<file path="src/rtl/core18_pkg.sv">
// rtl/core18_pkg.sv - shared widths and pause FSM encoding for the core18 pause/timer unit
package core18_pkg;

    localparam int DEF_TIMER_W    = 12;
    localparam int DEF_PRESCALE_W = 8;

    typedef enum logic [1:0] {
        PT_IDLE = 2'd0,
        PT_WAIT = 2'd1,
        PT_DONE = 2'd2
    } pt_state_e;

endpackage

</file>
<file path="src/rtl/pause_timer_unit_if.sv">
// rtl/pause_timer_unit_if.sv - decoder-side bundle for the TIMER opcode and PAUSE handshake
interface pause_timer_unit_if
    import core18_pkg::*;
#(
    parameter int TIMER_W    = DEF_TIMER_W,
    parameter int PRESCALE_W = DEF_PRESCALE_W
);
    logic                  load;
    logic [TIMER_W-1:0]    load_val;
    logic [PRESCALE_W-1:0] prescale;
    logic                  auto_reload;
    logic                  pause_req;
    logic                  stall;
    logic                  pause_ack;
    logic                  zero;
    logic [TIMER_W-1:0]    count;
    logic                  expire;

    modport master (
        output load, load_val, prescale, auto_reload, pause_req,
        input  stall, pause_ack, zero, count, expire
    );

    modport slave (
        input  load, load_val, prescale, auto_reload, pause_req,
        output stall, pause_ack, zero, count, expire
    );
endinterface

</file>
<file path="src/rtl/tick_divider.sv">
// rtl/tick_divider.sv - prescaler producing one tick every prescale+1 clocks
module tick_divider #(
    parameter int PRESCALE_W = 8
) (
    input  logic                  clk,
    input  logic                  rst_n,
    input  logic                  clr,
    input  logic [PRESCALE_W-1:0] prescale,
    output logic                  tick
);
    logic [PRESCALE_W-1:0] cnt;

    // An exact compare: lowering prescale below cnt lets cnt run through overflow first.
    assign tick = (cnt == prescale);

    always_ff @(posedge clk or negedge rst_n) begin
        if (!rst_n) begin
            cnt <= '0;
        end else if (clr || tick) begin
            cnt <= '0;
        end else begin
            cnt <= cnt + PRESCALE_W'(1);
        end
    end
endmodule

</file>
<file path="src/rtl/pause_timer_unit.sv">
// rtl/pause_timer_unit.sv - TIMER down-counter with auto-reload and PAUSE stall/ack responder
module pause_timer_unit
    import core18_pkg::*;
#(
    parameter int TIMER_W    = DEF_TIMER_W,
    parameter int PRESCALE_W = DEF_PRESCALE_W
) (
    input  logic              clk,
    input  logic              rst_n,
    pause_timer_unit_if.slave bus
);
    logic               tick;
    logic [TIMER_W-1:0] count_q, count_d, reload_q;
    logic               zero_q, zero_d, expire_q, expire_d;
    logic               stall, ack, released;
    pt_state_e          state_q, state_d;

    tick_divider #(.PRESCALE_W(PRESCALE_W)) u_tick_divider (
        .clk      (clk),
        .rst_n    (rst_n),
        .clr      (bus.load),
        .prescale (bus.prescale),
        .tick     (tick)
    );

    always_comb begin
        count_d  = count_q;
        zero_d   = zero_q;
        expire_d = 1'b0;
        if (bus.load) begin
            count_d = bus.load_val;
            zero_d  = (bus.load_val == '0);
        end else if (tick && (count_q != '0)) begin
            if (count_q == TIMER_W'(1)) begin
                expire_d = 1'b1;
                if (bus.auto_reload) begin
                    count_d = reload_q;
                    zero_d  = (reload_q == '0);
                end else begin
                    count_d = '0;
                    zero_d  = 1'b1;
                end
            end else begin
                count_d = count_q - TIMER_W'(1);
                zero_d  = 1'b0;
            end
        end
    end

    always_ff @(posedge clk or negedge rst_n) begin
        if (!rst_n) begin
            count_q  <= '0;
            reload_q <= '0;
            zero_q   <= 1'b1;
            expire_q <= 1'b0;
            state_q  <= PT_IDLE;
        end else begin
            count_q  <= count_d;
            zero_q   <= zero_d;
            expire_q <= expire_d;
            state_q  <= state_d;
            if (bus.load) begin
                reload_q <= bus.load_val;
            end
        end
    end

    // WAIT leaves on the edge that will set zero/expire, so ACK lands in the cycle they show.
    always_comb begin
        state_d  = state_q;
        stall    = 1'b0;
        ack      = 1'b0;
        released = zero_q | expire_q;
        case (state_q)
            PT_IDLE: begin
                if (bus.pause_req) begin
                    if (released) begin
                        ack = 1'b1;
                    end else begin
                        stall   = 1'b1;
                        state_d = PT_WAIT;
                    end
                end
            end
            PT_WAIT: begin
                stall = bus.pause_req;
                if (!bus.pause_req) begin
                    state_d = PT_IDLE;
                end else if (zero_d || expire_d) begin
                    state_d = PT_DONE;
                end
            end
            PT_DONE: begin
                ack     = bus.pause_req;
                state_d = PT_IDLE;
            end
            default: state_d = PT_IDLE;
        endcase
    end

    assign bus.stall     = stall;
    assign bus.pause_ack = ack & rst_n;
    assign bus.count     = count_q;
    assign bus.zero      = zero_q;
    assign bus.expire    = expire_q;
endmodule

</file>
<file path="src/flat_wrapper.sv">
// flat-port wrapper written by rule: the top's interface ports become plain ports
module pause_timer_unit_flat import core18_pkg::*;
#(
    parameter int TIMER_W    = DEF_TIMER_W,
    parameter int PRESCALE_W = DEF_PRESCALE_W
)
  (clk, rst_n, bus_load, bus_load_val, bus_prescale, bus_auto_reload, bus_pause_req, bus_stall, bus_pause_ack, bus_zero, bus_count, bus_expire);
  pause_timer_unit_if #(.TIMER_W(TIMER_W), .PRESCALE_W(PRESCALE_W)) bus_i ();
  input  logic clk;
  input  logic rst_n;
  input wire logic [$bits(bus_i.load)-1:0] bus_load;
  input wire logic [$bits(bus_i.load_val)-1:0] bus_load_val;
  input wire logic [$bits(bus_i.prescale)-1:0] bus_prescale;
  input wire logic [$bits(bus_i.auto_reload)-1:0] bus_auto_reload;
  input wire logic [$bits(bus_i.pause_req)-1:0] bus_pause_req;
  output wire logic [$bits(bus_i.stall)-1:0] bus_stall;
  output wire logic [$bits(bus_i.pause_ack)-1:0] bus_pause_ack;
  output wire logic [$bits(bus_i.zero)-1:0] bus_zero;
  output wire logic [$bits(bus_i.count)-1:0] bus_count;
  output wire logic [$bits(bus_i.expire)-1:0] bus_expire;
  assign bus_i.load = bus_load;
  assign bus_i.load_val = bus_load_val;
  assign bus_i.prescale = bus_prescale;
  assign bus_i.auto_reload = bus_auto_reload;
  assign bus_i.pause_req = bus_pause_req;
  assign bus_stall = bus_i.stall;
  assign bus_pause_ack = bus_i.pause_ack;
  assign bus_zero = bus_i.zero;
  assign bus_count = bus_i.count;
  assign bus_expire = bus_i.expire;
  pause_timer_unit #(.TIMER_W(TIMER_W), .PRESCALE_W(PRESCALE_W)) u_core (.clk(clk), .rst_n(rst_n), .bus(bus_i));
endmodule
</file>
<file path="config.mk">
export PLATFORM = sky130hd
export DESIGN_NAME = pause_timer_unit_flat
export DESIGN_NICKNAME = d
export VERILOG_FILES = /design/src/rtl/core18_pkg.sv /design/src/rtl/pause_timer_unit_if.sv /design/src/rtl/tick_divider.sv /design/src/rtl/pause_timer_unit.sv /design/src/flat_wrapper.sv
export SDC_FILE = /design/constraint.sdc
export NUM_CORES = 1
export LEC_CHECK = 0
export BUFFER_PORTS_ARGS = -buffer_cell sky130_fd_sc_hd__buf_2
export CAP_MARGIN = 20
export CORE_MARGIN = 10
export CORE_UTILIZATION = 45
export DETAILED_ROUTE_END_ITERATION = 7
export PLACE_DENSITY_LB_ADDON = 0.08
export REMOVE_ABC_BUFFERS = 1
export SYNTH_ARGS = -nofsm -noshare
export SYNTH_HDL_FRONTEND = slang
export SYNTH_SLANG_ARGS = --single-unit
</file>
<file path="constraint.sdc">
create_clock -name clk -period 2.45 [get_ports clk]
set_input_delay 0.1225 -clock clk [delete_from_list [all_inputs] [get_ports clk]]
set_output_delay 0.1225 -clock clk [all_outputs]
set_load 0.01 [all_outputs]
</file>
==> flow_metrics.env, run 1 <==
export IMPL_final_cell_area_mm2=0.00258
export IMPL_avgRoutedWirePerCell_um=16.5
export IMPL_cts_sinks=36
export IMPL_max_slew_margin=0.634
export IMPL_post_dp_cell_area_mm2=0.00247
export IMPL_hold_ws_ns=0.0843
export IMPL_clockRootBuffer="clkbuf_8"
export IMPL_hpwl_um=4220
export IMPL_status="completed"
export IMPL_io_pins=41
export IMPL_setup_tns_ns=0
export IMPL_first_pass_iters=4
export IMPL_initial_core_util=0.467
export IMPL_yosysWarnings=0
export IMPL_dpl_worst_slack_ns=0.265
export IMPL_cts_buffers=5
export IMPL_dieArea_mm2=0.00815
export IMPL_crit_arrival_ns=2.39
export IMPL_overflow=0
export IMPL_synthFlopType="dfrtp_1"
export IMPL_fmax_mhz=455
export IMPL_dieWidth_um=90.3
export IMPL_ys_types=49
export IMPL_htree_levels=2
export IMPL_synth_cells=235
export IMPL_comb_power_share=0.171
export IMPL_std_cell_rows=25
export IMPL_cp_required_ns=2.64
export IMPL_async_flop_share=1.00
export IMPL_coreArea_mm2=0.00475
export IMPL_worst_pin_slew_ns=0.543
export IMPL_p_sw_mw=0.411
export IMPL_grt_pass1_wl_um=9530
export IMPL_seqPwrFrac=0.511
export IMPL_setup_viol=0
export IMPL_post_route_min_period_ns=2.20
export IMPL_crit_type="flip-flop to flip-flop"
export IMPL_ir_drop_mv=0.315
export IMPL_clkTransAtPathRegs_ns=0.07
export IMPL_start_kind="flip-flop"
export IMPL_place_inst=334
export IMPL_cap_violations=0
export IMPL_p_sw_frac=0.299
export IMPL_clk_latency_ns=0.29
export IMPL_area_growth_pct=16.0
export IMPL_drive_above_1_share=0.246
export IMPL_rsz0062_at_grt="false"
export IMPL_endpoint_kind="flip-flop"
export IMPL_vias=1899
export IMPL_globalplace_congestion=0.821
export IMPL_post_route_util=0.542
export IMPL_fin_nets=304
export IMPL_clockPowerShare=0.319
export IMPL_grt_pass1_vias=1892
export IMPL_fin_ws_ns=0.252
export IMPL_hold_class="primary input to flip-flop"
export IMPL_port_buffers=40
export IMPL_drv_slew=0
export IMPL_total_power_mw=1.38
export IMPL_drt_iter0_markers=128
export IMPL_synth_area_mm2=0.00222
export IMPL_n_antenna_cell=0
export IMPL_pwr_density_cell_mw_per_mm2=534
export IMPL_die_h_um=90.3
export IMPL_grt_usage=0.140
export IMPL_synth_edf_count=0
export IMPL_rrSetupSlack_ns=0.25
export IMPL_grt_max_degree=37
export IMPL_fillCellCount=473
export IMPL_p_leak_nw=1.12
export IMPL_ys_ff_latch=36
export IMPL_synth_seq_area_share=0.406
export IMPL_path_max_fanout=18
export IMPL_cts_buffer_depth=2
export IMPL_avgSynthCellArea_um2=9.46
export IMPL_vias_per_cell=5.54
export IMPL_cts_resized_gates=0
export IMPL_skew_ns=0.00800
export IMPL_fin_crit_sh=0.897
export IMPL_antenna_found_initial=0
export IMPL_holdBufCountCts=1
export IMPL_drc=0
export IMPL_stdcell_count=343
export IMPL_finalHoldViolations=0
export IMPL_ant_nets=0
export IMPL_cts_setup_buffers=0
export IMPL_routed_wl_um=5660
export IMPL_internal_power_mw=0.965
export IMPL_cts_tree="yes"
[cell type report]
cell class / count / area, µm² / area share
Multi-Input combinational cell: 176 / 1220 / 0.472
Clock buffer: 6 / 82.6 / 0.0320
Clock inverter: 2 / 10.0 / 0.00388
Inverter: 11 / 41.3 / 0.0160
Tap cell: 67 / 83.8 / 0.0325
Timing Repair Buffer: 45 / 240 / 0.0932
Sequential cell: 36 / 902 / 0.350
[layer usage]
metal  share of wire  track usage
met1            0.46        0.185
met2            0.44        0.209
met3           0.081       0.0457
met4          0.0090       0.0464
met5               0            0
[worst max-delay path: stages (launching register included)]
cell	delay, ns
dfrtp_1	0.41
xor2_1	0.19
nor4_4	0.54
nand3_4	0.31
or4_1	0.55
o311ai_1	0.10
[synthesized netlist by cell type, types with 4 or more instances]
cell type	number	area, µm²
a211oi_1	4	30.0
a21o_1	5	37.5
a21oi_1	16	80.1
buf_2	4	20.0
clkbuf_1	5	18.8
dfrtp_1	35	876
ha_1	4	50.1
inv_1	11	41.3
mux2_2	8	90.1
nand2_1	15	56.3
nand3_1	11	55.1
nor2_1	17	63.8
nor2b_1	9	56.3
nor3_1	7	35.0
nor4_1	10	62.6
o21ai_0	8	40.0
or4_1	4	30.0
xnor2_1	4	35.0
xor2_1	15	131
[power groups by stage]
stage	registers (mW)	logic [mW]	clock network [mW]
floorplan	0.706	0.131	0
CTS	0.703	0.239	0.454
finish	0.703	0.235	0.439
global placement	0.713	0.235	0
detailed placement	0.714	0.236	0
global route	0.710	0.267	0.479
[state kept, by name, indices dropped and copies added (netlist names)]
name	flops
u_core.bus.count	12
u_core.bus.expire	1
u_core.bus.zero	1
u_core.reload_q	12
u_core.state_q	2
u_core.u_tick_divider.cnt	8
[path summary, 6_finish.rpt]
path / endpoint / depth (start not counted) / from
min: u_core.reload_q[10]$_DFFE_PN0P_ / 2 / bus_load_val[10]
max in group asynchronous: u_core.bus.zero$_DFF_PN1_ / 3 / rst_n
min reg2reg: u_core.u_tick_divider.cnt[0]$_DFF_PN0_ / 1 / u_core.u_tick_divider.cnt[0]$_DFF_PN0_
min in group asynchronous: u_core.u_tick_divider.cnt[7]$_DFF_PN0_ / 3 / rst_n
max: u_core.bus.count[7]$_DFFE_PN0P_ / 5 / u_core.u_tick_divider.cnt[6]$_DFF_PN0_
max reg2reg: u_core.bus.count[7]$_DFFE_PN0P_ / 5 / u_core.u_tick_divider.cnt[6]$_DFF_PN0_
[layout by cell type (no fill, tap or decap), drive strengths merged, types with 3 or more instances in the layout]
master	synthesis	layout
a211oi	4	4
a21o	5	5
a21oi	16	16
a31oi	3	3
buf	7	44
clkbuf	5	6
dfrtp	35	35
ha	4	4
inv	11	11
mux2	8	8
nand2	15	15
nand3	12	12
nor2	17	17
nor2b	9	9
nor3	8	8
nor4	14	14
o21ai	8	8
or4	4	4
xnor2	4	4
xor2	15	15
[logic make-up (layout without fill, tap and decap cells)]
logic type,Yosys count,after routing,synth area share
DFF,36,36,0.406
adders and majority gates,4,4,0.0225
AOI/OAI and AO/OA,52,52,0.154
muxes,10,10,0.0496
and+or+nand+nor,91,91,0.247
buffers and inverters,23,64,0.0462
xor gates and xnor gates,19,19,0.0749
No activity file was read; power rests on OpenSTA's default activity.
==> run 2, diff against run 1 <==
ABC_AREA = 1   (was not set)
==> run 2 against run 1 <==
Net effect:
- combinational power increased by 43%
- global-route usage increased by 0.64 points
- sequential power increased by 0.6%
- wire length increased by 1.8%
- register-to-register slack improved by 0.42 ns
- non-clock buffer count decreased by 3
- fmax increased by 24%
- highest routed layer unchanged
- flip-flop and latch count unchanged
- critical path depth increased by 5
==> flow_metrics.env, run 2 <==
export IMPL_status="completed"
export IMPL_cp_depth=10
export IMPL_fin_crit_sh=0.724
export IMPL_coreArea_mm2=0.00485
export IMPL_n_antenna_cell=0
export IMPL_clk_latency_ns=0.29
export IMPL_vias=2105
export IMPL_avgRoutedWirePerCell_um=13.5
export IMPL_grt_usage=0.146
export IMPL_synth_seq_area_share=0.393
export IMPL_synthTopCellsByArea="dfrtp_1 38%, nand2_1 16%, inv_1 6.4%, nor2_1 4.1%, nand3_1 3.5%"
export IMPL_dieWidth_um=91.4
export IMPL_async_flop_share=1.00
export IMPL_routed_wl_um=5760
export IMPL_grt_pass1_vias=2047
export IMPL_slowest_stage="dfrtp_1"
export IMPL_rrSetupSlack_ns=0.68
export IMPL_std_cell_rows=25
export IMPL_globalplace_congestion=0.854
export IMPL_fin_nets=387
export IMPL_ys_ff_latch=36
export IMPL_cp_num_buf_inv=3
export IMPL_max_slew_margin=0.681
export IMPL_drive_above_1_share=0.226
export IMPL_first_pass_iters=4
export IMPL_endpoint_kind="flip-flop"
export IMPL_skew_ns=0.0100
export IMPL_path_max_fanout=12
export IMPL_max_stage_delay_ns=0.40
export IMPL_grt_max_degree=37
export IMPL_pwr_density_cell_mw_per_mm2=562
export IMPL_finalHoldViolations=0
export IMPL_drt_iter0_markers=134
export IMPL_rsz0062_at_grt="false"
export IMPL_dieArea_mm2=0.00836
export IMPL_setup_viol=0
export IMPL_seq_area_um2=902
export IMPL_clkTransAtPathRegs_ns=0.08
export IMPL_die_h_um=91.4
export IMPL_cts_resized_gates=0
export IMPL_hpwl_um=4470
export IMPL_cp_endpoint="u_core.bus.count[6]$_DFFE_PN0P_"
export IMPL_cts_sinks=36
export IMPL_synth_cells=314
export IMPL_port_buffers=40
export IMPL_overflow=0
export IMPL_synth_edf_count=0
export IMPL_yosys_area_top_type="dfrtp_1"
export IMPL_synth_area_mm2=0.00230
export IMPL_synth_top_area_frac=0.381
export IMPL_r2r_start="u_core.bus.count[0]$_DFFE_PN0P_"
export IMPL_synthFlopType="dfrtp_1"
export IMPL_place_inst=417
export IMPL_grt_pass1_wl_um=10200
export IMPL_post_route_util=0.547
export IMPL_antenna_found_initial=0
export IMPL_io_pins=41
export IMPL_cap_violations=0
export IMPL_fillCellCount=502
export IMPL_synthTopCellsByCount="97 x nand2_1, 39 x inv_1, 35 x dfrtp_1, 25 x nor2_1, 16 x nand3_1"
export IMPL_final_cell_mix="97 x nand2_1, 40 x buf_2, 39 x inv_1"
export IMPL_crit_arrival_ns=2.00
export IMPL_avgSynthCellArea_um2=7.31
export IMPL_rr_worst_depth=10
export IMPL_ant_nets=0
export IMPL_cts_buffers=5
export IMPL_r2r_end="u_core.bus.count[6]$_DFFE_PN0P_"
export IMPL_cts_tree="yes"
export IMPL_drc=0
export IMPL_cp_required_ns=2.67
export IMPL_p_leak_nw=1.38
export IMPL_start_kind="flip-flop"
export IMPL_path_cells="inv_1 -> ha_1 -> inv_1 -> nor2_2 -> nand2_2 -> nand3_2 -> nand2_2 -> inv_2 -> a21oi_1 -> o21ai_1"
export IMPL_vias_per_cell=4.94
export IMPL_cts_setup_buffers=0
export IMPL_fmax_mhz=564
export IMPL_ys_types=39
export IMPL_final_common_cell="nand2_1"
export IMPL_post_route_min_period_ns=1.77
export IMPL_clockRootBuffer="clkbuf_8"
export IMPL_area_growth_pct=15.5
export IMPL_cts_buffer_depth=2
export IMPL_crit_type="flip-flop to flip-flop"
export IMPL_startpoint="u_core.bus.count[0]$_DFFE_PN0P_"
export IMPL_synth_most_common_cell="nand2_1"
export IMPL_htree_levels=2
export IMPL_drv_slew=0
export IMPL_multi_input_area_mm2=0.00118
export IMPL_initial_core_util=0.474
export IMPL_setup_tns_ns=0
export IMPL_ir_drop_mv=0.319
export IMPL_worst_pin_slew_ns=0.474
export IMPL_stdcell_count=426
export IMPL_yosysWarnings=0
export IMPL_cp_top_family="simple AND/OR/NAND/NOR gates"
export IMPL_hold_class="primary input to flip-flop"
run 2: cell count changes in the layout (fill, tap and decap cells not counted), moves of 5 or more:
| cell | before | now |
|---|---|---|
| nand2_1 | 15 | 97 |
| inv_1 | 11 | 39 |
| o21ai_1 | 0 | 11 |
| xor2_1 | 15 | 5 |
| nor2b_1 | 9 | 0 |
| a21oi_1 | 16 | 8 |
| mux2_2 | 8 | 0 |
| nor2_1 | 17 | 25 |
| inv_2 | 0 | 7 |
| nand2_2 | 0 | 5 |
| nand3_1 | 11 | 16 |
| nor4_1 | 10 | 5 |
run 2: logic make-up after synthesis:
family,count (synthesis),synth area share
DFF,36,0.393
buffers and inverters,52,0.0932
adders and majority gates,4,0.0218
xor gates and xnor gates,8,0.0305
and+or+nand+nor,175,0.357
AOI/OAI and AO/OA,39,0.104
run 2: timing repair:
action                                  CTS  global route
hold buffers                              1             0
endpoints found under the setup margin    0             0
hold endpoints to repair                 35             0
run 2: worst min path at each step:
stage,end,slack [ns],startpoint,cells after the start
2_1_floorplan,u_core.bus.count[0]$_DFFE_PN0P_,-0.17,rst_n,0
3_3_place_gp,u_core.state_q[1]$_DFFE_PN0P_,0.22,rst_n,2
3_5_place_dp,u_core.state_q[1]$_DFFE_PN0P_,0.22,rst_n,2
4_1_cts,u_core.reload_q[1]$_DFFE_PN0P_,0.07,bus_load_val[1],3
5_1_grt,u_core.reload_q[1]$_DFFE_PN0P_,0.09,bus_load_val[1],3
6_report,u_core.reload_q[1]$_DFFE_PN0P_,0.07,bus_load_val[1],3
run 2: metrics by stage:
stage	cell area [µm²]	hold slack (ns)	worst slack (ns)	power [mW]
after floorplan	2260	-0.173	0.921	0.923
after detailed placement	2550	0.218	0.709	1.05
after global placement	2550	0.221	0.760	1.05
after global routing	2650	0.0885	0.445	1.58
final	2650	0.0738	0.677	1.49
after CTS	2650	0.0697	0.676	1.50
run 2: layout make-up:
type                       count  share of cell area
inverter                      47              0.0670
tap                           67              0.0316
timing repair buffer          42              0.0821
clock buffer                   8              0.0340
sequential                    36               0.340
multi-input combinational    226               0.445
run 2: worst reg2reg max path: stages (launching register included):
cell and delay [ns]:
dfrtp_1 0.40, inv_1 0.19, ha_1 0.19, inv_1 0.05
nor2_2 0.11, nand2_2 0.09, nand3_2 0.11, nand2_2 0.18
inv_2 0.21, a21oi_1 0.06, o21ai_1 0.11
run 2: report_power, final:
part	switching, mW	total, mW	internal (mW)
combinational	0.206	0.335	0.130
sequential	0.0598	0.707	0.648
clock	0.217	0.447	0.230
total	0.482	1.49	1.01
run 2: per-layer routing:
layer / up-vias / track usage / routed length [µm]
met5: - / 0 / 0
met4: 0 / 0.0392 / 64
met3: 7 / 0.0403 / 382
met2: 56 / 0.204 / 2390
met1: 963 / 0.213 / 2920
li1: 1079 / - / -
